--- src/rtl/fir_deconv.sv ---
// Deconvolution stage for the 3-tap FIR: recovers x[n] = (y[n] - H1*x[n-1] - H2*x[n-2]) / H0
// with a 16-cycle restoring divider. Define FIR_DECONV_SAT_EN to clamp out-of-range results.
module fir_deconv (
  input  logic        clk,
  input  logic        rst_n,
  input  logic [15:0] y_in,
  input  logic        y_valid,
  output logic        y_ready,
  input  logic [7:0]  H0,
  input  logic [7:0]  H1,
  input  logic [7:0]  H2,
  output logic [7:0]  x_out,
  output logic        x_valid,
  input  logic        x_ready,
  output logic        err
);

  typedef enum logic [1:0] {IDLE, CALC, DIV, OUT} state_t;

  state_t      state, state_next;
  logic [15:0] y_r;
  logic [7:0]  h0_r, h1_r, h2_r;
  logic [7:0]  xp1, xp2;
  logic [15:0] dq;
  logic [7:0]  rem;
  logic [3:0]  cnt;
  logic        neg;

  logic [15:0] p1, p2;
  logic [17:0] resid;
  logic        rneg;
  logic [8:0]  trial;
  logic        qbit;
  logic [7:0]  diff;
  logic [7:0]  rem_next;
  logic [15:0] q_final;
  logic        over;
  logic [7:0]  x_final;

  // Residual fits 18 bits signed; a non-negative residual never exceeds 16 bits,
  // so any set bit above bit 15 means the residual went negative.
  assign p1    = {8'd0, h1_r} * {8'd0, xp1};
  assign p2    = {8'd0, h2_r} * {8'd0, xp2};
  assign resid = {2'b00, y_r} - {2'b00, p1} - {2'b00, p2};
  assign rneg  = (resid[17:16] != 2'b00);

  // One restoring step: dq shifts the dividend out MSB-first and the quotient in LSB-first.
  assign trial    = {rem, dq[15]};
  assign qbit     = (trial >= {1'b0, h0_r});
  assign diff     = 8'(trial - {1'b0, h0_r});
  assign rem_next = qbit ? diff : trial[7:0];
  assign q_final  = {dq[14:0], qbit};
  assign over     = (q_final[15:8] != 8'd0);

`ifdef FIR_DECONV_SAT_EN
  assign x_final = neg ? 8'd0 : (over ? 8'd255 : q_final[7:0]);
`else
  assign x_final = q_final[7:0];
`endif

  always_ff @(posedge clk) begin
    if (!rst_n) state <= IDLE;
    else        state <= state_next;
  end

  always_comb begin
    state_next = state;
    y_ready    = 1'b0;
    case (state)
      IDLE: begin
        y_ready = 1'b1;
        if (y_valid) state_next = CALC;
      end
      CALC:    state_next = (h0_r == 8'd0) ? OUT : DIV;
      DIV:     if (cnt == 4'd15) state_next = OUT;
      OUT:     if (x_ready) state_next = IDLE;
      default: state_next = IDLE;
    endcase
  end

  always_ff @(posedge clk) begin
    if (!rst_n) begin
      y_r     <= '0;
      h0_r    <= '0;
      h1_r    <= '0;
      h2_r    <= '0;
      xp1     <= '0;
      xp2     <= '0;
      dq      <= '0;
      rem     <= '0;
      cnt     <= '0;
      neg     <= 1'b0;
      x_out   <= '0;
      x_valid <= 1'b0;
      err     <= 1'b0;
    end else begin
      case (state)
        IDLE: begin
          if (y_valid) begin
            y_r  <= y_in;
            h0_r <= H0;
            h1_r <= H1;
            h2_r <= H2;
          end
        end
        CALC: begin
          dq  <= resid[15:0];
          rem <= '0;
          cnt <= '0;
          neg <= rneg;
          if (h0_r == 8'd0) begin
            x_out   <= 8'd0;
            err     <= 1'b1;
            x_valid <= 1'b1;
          end
        end
        DIV: begin
          dq  <= q_final;
          rem <= rem_next;
          cnt <= cnt + 4'd1;
          if (cnt == 4'd15) begin
            x_out   <= x_final;
            err     <= neg | over;
            x_valid <= 1'b1;
          end
        end
        OUT: begin
          // History takes the value actually emitted, including clamped or error results.
          if (x_ready) begin
            x_valid <= 1'b0;
            xp2     <= xp1;
            xp1     <= x_out;
          end
        end
        default: ;
      endcase
    end
  end

endmodule

--- config.mk ---
export PLATFORM = sky130hd
export DESIGN_NAME = fir_deconv
export DESIGN_NICKNAME = d
export VERILOG_FILES = /design/src/rtl/fir_deconv.sv
export SDC_FILE = /design/constraint.sdc
export NUM_CORES = 1
export LEC_CHECK = 0
export BUFFER_PORTS_ARGS = -buffer_cell sky130_fd_sc_hd__buf_2
export CORE_MARGIN = 1
export CORE_UTILIZATION = 29
export CTS_CLUSTER_SIZE = 24
export DETAILED_ROUTE_END_ITERATION = 10
export GPL_TIMING_DRIVEN = 0
export PLACE_DENSITY = 0.46
export SLEW_MARGIN = 20
export SYNTH_ARGS = -nofsm -noshare
export SYNTH_HDL_FRONTEND = slang
export SYNTH_SLANG_ARGS = --single-unit
export TNS_END_PERCENT = 100
--- constraint.sdc ---
create_clock -name clk -period 17.5 [get_ports clk]
set_input_delay 0.875 -clock clk [delete_from_list [all_inputs] [get_ports clk]]
set_output_delay 0.875 -clock clk [all_outputs]
set_load 0.05 [all_outputs]
==> results.yml <==
outcome:
  status: "complete, no violations"
placed_design:
  hpwl_um: 20880
  gp_congestion: 0.8051
  io_buffers: 54
  dpl_worst_slack_ns: 10.78
timing:
  period_needed_ns: 6.711
  fin_crit_sh_pct: 38.35
  slew_headroom_pct: 39.35
  slew_violations: 0
  skew_ns: 0.01846
  fin_ws_ns: 10.79
  finalHoldViolations: 0
  rsz0062_at_grt: "false"
  final-setup-viol-count: 0
  fin_setup_tns_ns: 0
  fmax_mhz: 149.0
  worstMarginPinSlew_ns: 0.9066
worst_setup_path:
  crit_path_max_fanout: 10
  crit_path_end_kind: "flop"
  required_ns: 17.80
  cp_top_family: "adder cells"
  cp_slowest_cell: "fa_1"
  path_cells: "clkbuf_1 -> nand2_1 -> fa_1 -> fa_1 -> fa_1 -> inv_1 -> fa_1 -> inv_1 -> ha_1 -> and2_1 -> a221o_1 -> o31a_1 -> o211ai_1 -> nand2b_1 -> xor2_1 -> ha_1 -> and4_1 -> and2_1 -> a31oi_1 -> nand3_1 -> xnor2_1 -> a21o_1 -> a21oi_1"
  worstSetupPathType: "reg2reg"
  crit_buf_inv: 3
  path_common_cell: "fa_1"
  critPathLaunchType: "flop"
  critPathMaxStageDelay_ns: 0.55
  arrival_ns: 7.02
logic_synthesis:
  syn_inst: 1188
  synth-main-ff-cell: "dfxtp_1"
  synth-edff-count: 0
  ys_seq_area_share_pct: 19.85
  ys_types: 60
  avgSynthCellArea_um2: 8.236
  ys_warn_count: 0
  synth_nets: 1425
  netlist_area_mm2: 0.009784
  ys_seq_elements: 97
  async_reset_ff_share_pct: 0
power:
  ir_drop_mv: 0.05564
  p_per_area_mw_per_mm2: 98.26
  power_leakage_nw: 4.923
finish:
  area_growth_pct: 11.74
  n_antenna_cell: 0
  final_util_pct: 33.26
  nets: 1490
  drive_gt1_share_pct: 6.836
grt:
  antenna_found_initial: 0
  grt_pass1_wl_um: 42120
  track_usage_pct: 15.95
  grt_overflow: 0
  grt_pass1_vias: 7632
  grt_max_degree: 20
floorplan:
  rows: 66
  die_w_um: 185.7
  dieArea_mm2: 0.03448
  start_util_pct: 29.77
  ios: 55
  core_area_mm2: 0.03287
  die_y_um: 185.7
clocking:
  clock_latency_ns: 0.37
  cts.clk_slew.worst_paths_ns: 0.09
  cts_made_buffers: 9
  htreeDepth: 3
  cts.sinks: 97
  cts_hold_buffers: 0
  clockRootBuffer: "clkbuf_16"
  cts_resized: 0
  clock_path_buffers: 2
  cts_setup_buffers: 0
  cts_tree: "done"
drt:
  drc: 0
  vias: 7772
  antenna_left: 0
  dr.pass1.iters: 5
  drt_wl_total_um: 25770
  post_drt_wl_per_cell_um: 15.16
  viasPerCell: 4.572
  drt_iter0_markers: 289
job:
  cap_viol_max_count: 0
hold_path:
  min_path_type: "reg2reg"
==> power by group <==
group          internal, mW  switching [mW]  total [mW]
registers             0.256          0.0327       0.289
clock network         0.116           0.104       0.220
logic                 0.216           0.350       0.566
total                 0.588           0.487        1.07
==> Yosys cell counts, types with 3 or more instances <==
cell type / number / share of area (%)
a211oi_1: 8 / 0.61
a21boi_0: 65 / 5.0
a21o_1: 10 / 0.77
a21oi_1: 38 / 1.9
a31oi_1: 5 / 0.32
and2_1: 91 / 5.8
and3_1: 5 / 0.32
clkbuf_1: 40 / 1.5
dfxtp_1: 97 / 20
fa_1: 87 / 18
ha_1: 106 / 14
inv_1: 169 / 6.5
mux2i_1: 11 / 1.1
nand2_1: 204 / 7.8
nand2b_1: 10 / 0.64
nand3_1: 17 / 0.87
nand4_1: 5 / 0.32
nor2_1: 34 / 1.3
nor2b_1: 15 / 0.96
nor3_1: 11 / 0.56
nor4_1: 5 / 0.32
o211ai_1: 8 / 0.61
o21a_1: 13 / 1.0
o21ai_0: 41 / 2.1
o21ai_1: 3 / 0.15
o21bai_1: 5 / 0.38
o31a_1: 3 / 0.27
o31ai_1: 5 / 0.38
xnor2_1: 17 / 1.5
xor2_1: 19 / 1.7
==> worst reg2reg max path: stages (launching register included) <==
cell,delay (ns)
dfxtp_1,0.31
clkbuf_1,0.49
nand2_1,0.18
fa_1,0.53
fa_1,0.53
fa_1,0.55
inv_1,0.06
fa_1,0.53
inv_1,0.04
ha_1,0.34
and2_1,0.20
a221o_1,0.34
o31a_1,0.30
o211ai_1,0.25
nand2b_1,0.10
xor2_1,0.34
ha_1,0.37
and4_1,0.23
and2_1,0.19
a31oi_1,0.14
nand3_1,0.17
xnor2_1,0.17
a21o_1,0.17
a21oi_1,0.13
==> kinds of logic (layout without fill, tap and decap cells) <==
| group | count (synthesis) | after routing | share of synthesized area, % |
|---|---|---|---|
| XOR/XNOR | 36 | 36 | 3.222 |
| flip-flops | 97 | 97 | 19.85 |
| adder cells (fa/ha/maj) | 193 | 193 | 31.36 |
| buffers and inverters | 213 | 283 | 8.478 |
| AO/OA/AOI/OAI | 224 | 224 | 15.56 |
| multiplexers | 13 | 13 | 1.356 |
| AND/OR/NAND/NOR | 412 | 412 | 20.18 |
==> final timing paths <==
| check | depth (start not counted) | end | slack, ns | from |
|---|---|---|---|---|
| worst min-delay path | 2 | y_r[15] | 0.47 | y_r[15] |
| worst min register to register | 2 | y_r[15] | 0.47 | y_r[15] |
| worst max register to register | 23 | dq[15] | 10.79 | xp1[7] |
| worst max-delay path | 23 | dq[15] | 10.79 | xp1[7] |
==> cells in the final DEF, fill, tap and decap left out, drive strengths merged, types with 8 or more instances in the layout <==
cell,n
o211ai,8
nand2,204
nor2b,16
mux2i,11
o21ai,44
and2,91
dfxtp,97
fa,87
o21a,13
a21o,10
clkbuf,51
a21oi,38
a21boi,65
a211oi,8
nand2b,10
xor2,19
inv,172
nor3,11
xnor2,17
nor2,34
buf,55
nand3,17
ha,106
==> sequential cells by signal, summed over array words and instances (netlist names) <==
| register | count |
|---|---|
| cnt | 4 |
| dq | 16 |
| err | 1 |
| h0_r | 8 |
| h1_r | 8 |
| h2_r | 8 |
| neg | 1 |
| rem | 8 |
| state | 2 |
| x_out | 8 |
| x_valid | 1 |
| xp1 | 8 |
| xp2 | 8 |
| y_r | 16 |
==> routing by layer <==
layer | track usage [%] | routed length, um
met5 | 0 | 0
met4 | 2.492 | 191
met3 | 2.367 | 733
met2 | 24.85 | 11110
met1 | 23.41 | 13730
==> through the flow <==
stage / cell area, um2 / hold WS, ns / power, mW / std cells
CTS: 10930 / 0.4718 / 1.084 / 1700
detailed placement: 10610 / 0.4605 / 0.8572 / 1684
global placement: 10610 / 0.4531 / 0.8561 / 1684
global route: 10930 / 0.4812 / 1.164 / 1700
floorplan: 9784 / 0.4416 / 0.6953 / 1188
finish: 10930 / 0.4664 / 1.074 / 1700
==> layout make-up <==
cell class	count	area (um2)
Clock inverter	7	100.1
Sequential cell	97	1942
Tap cell	442	553.0
Multi-Input combinational cell	878	7013
Clock buffer	9	225.2
Inverter	169	634.4
Timing Repair Buffer	54	270.3
Fill cell	3578	21930
Buffer	44	195.2
Power figures use the tool's default switching activity.
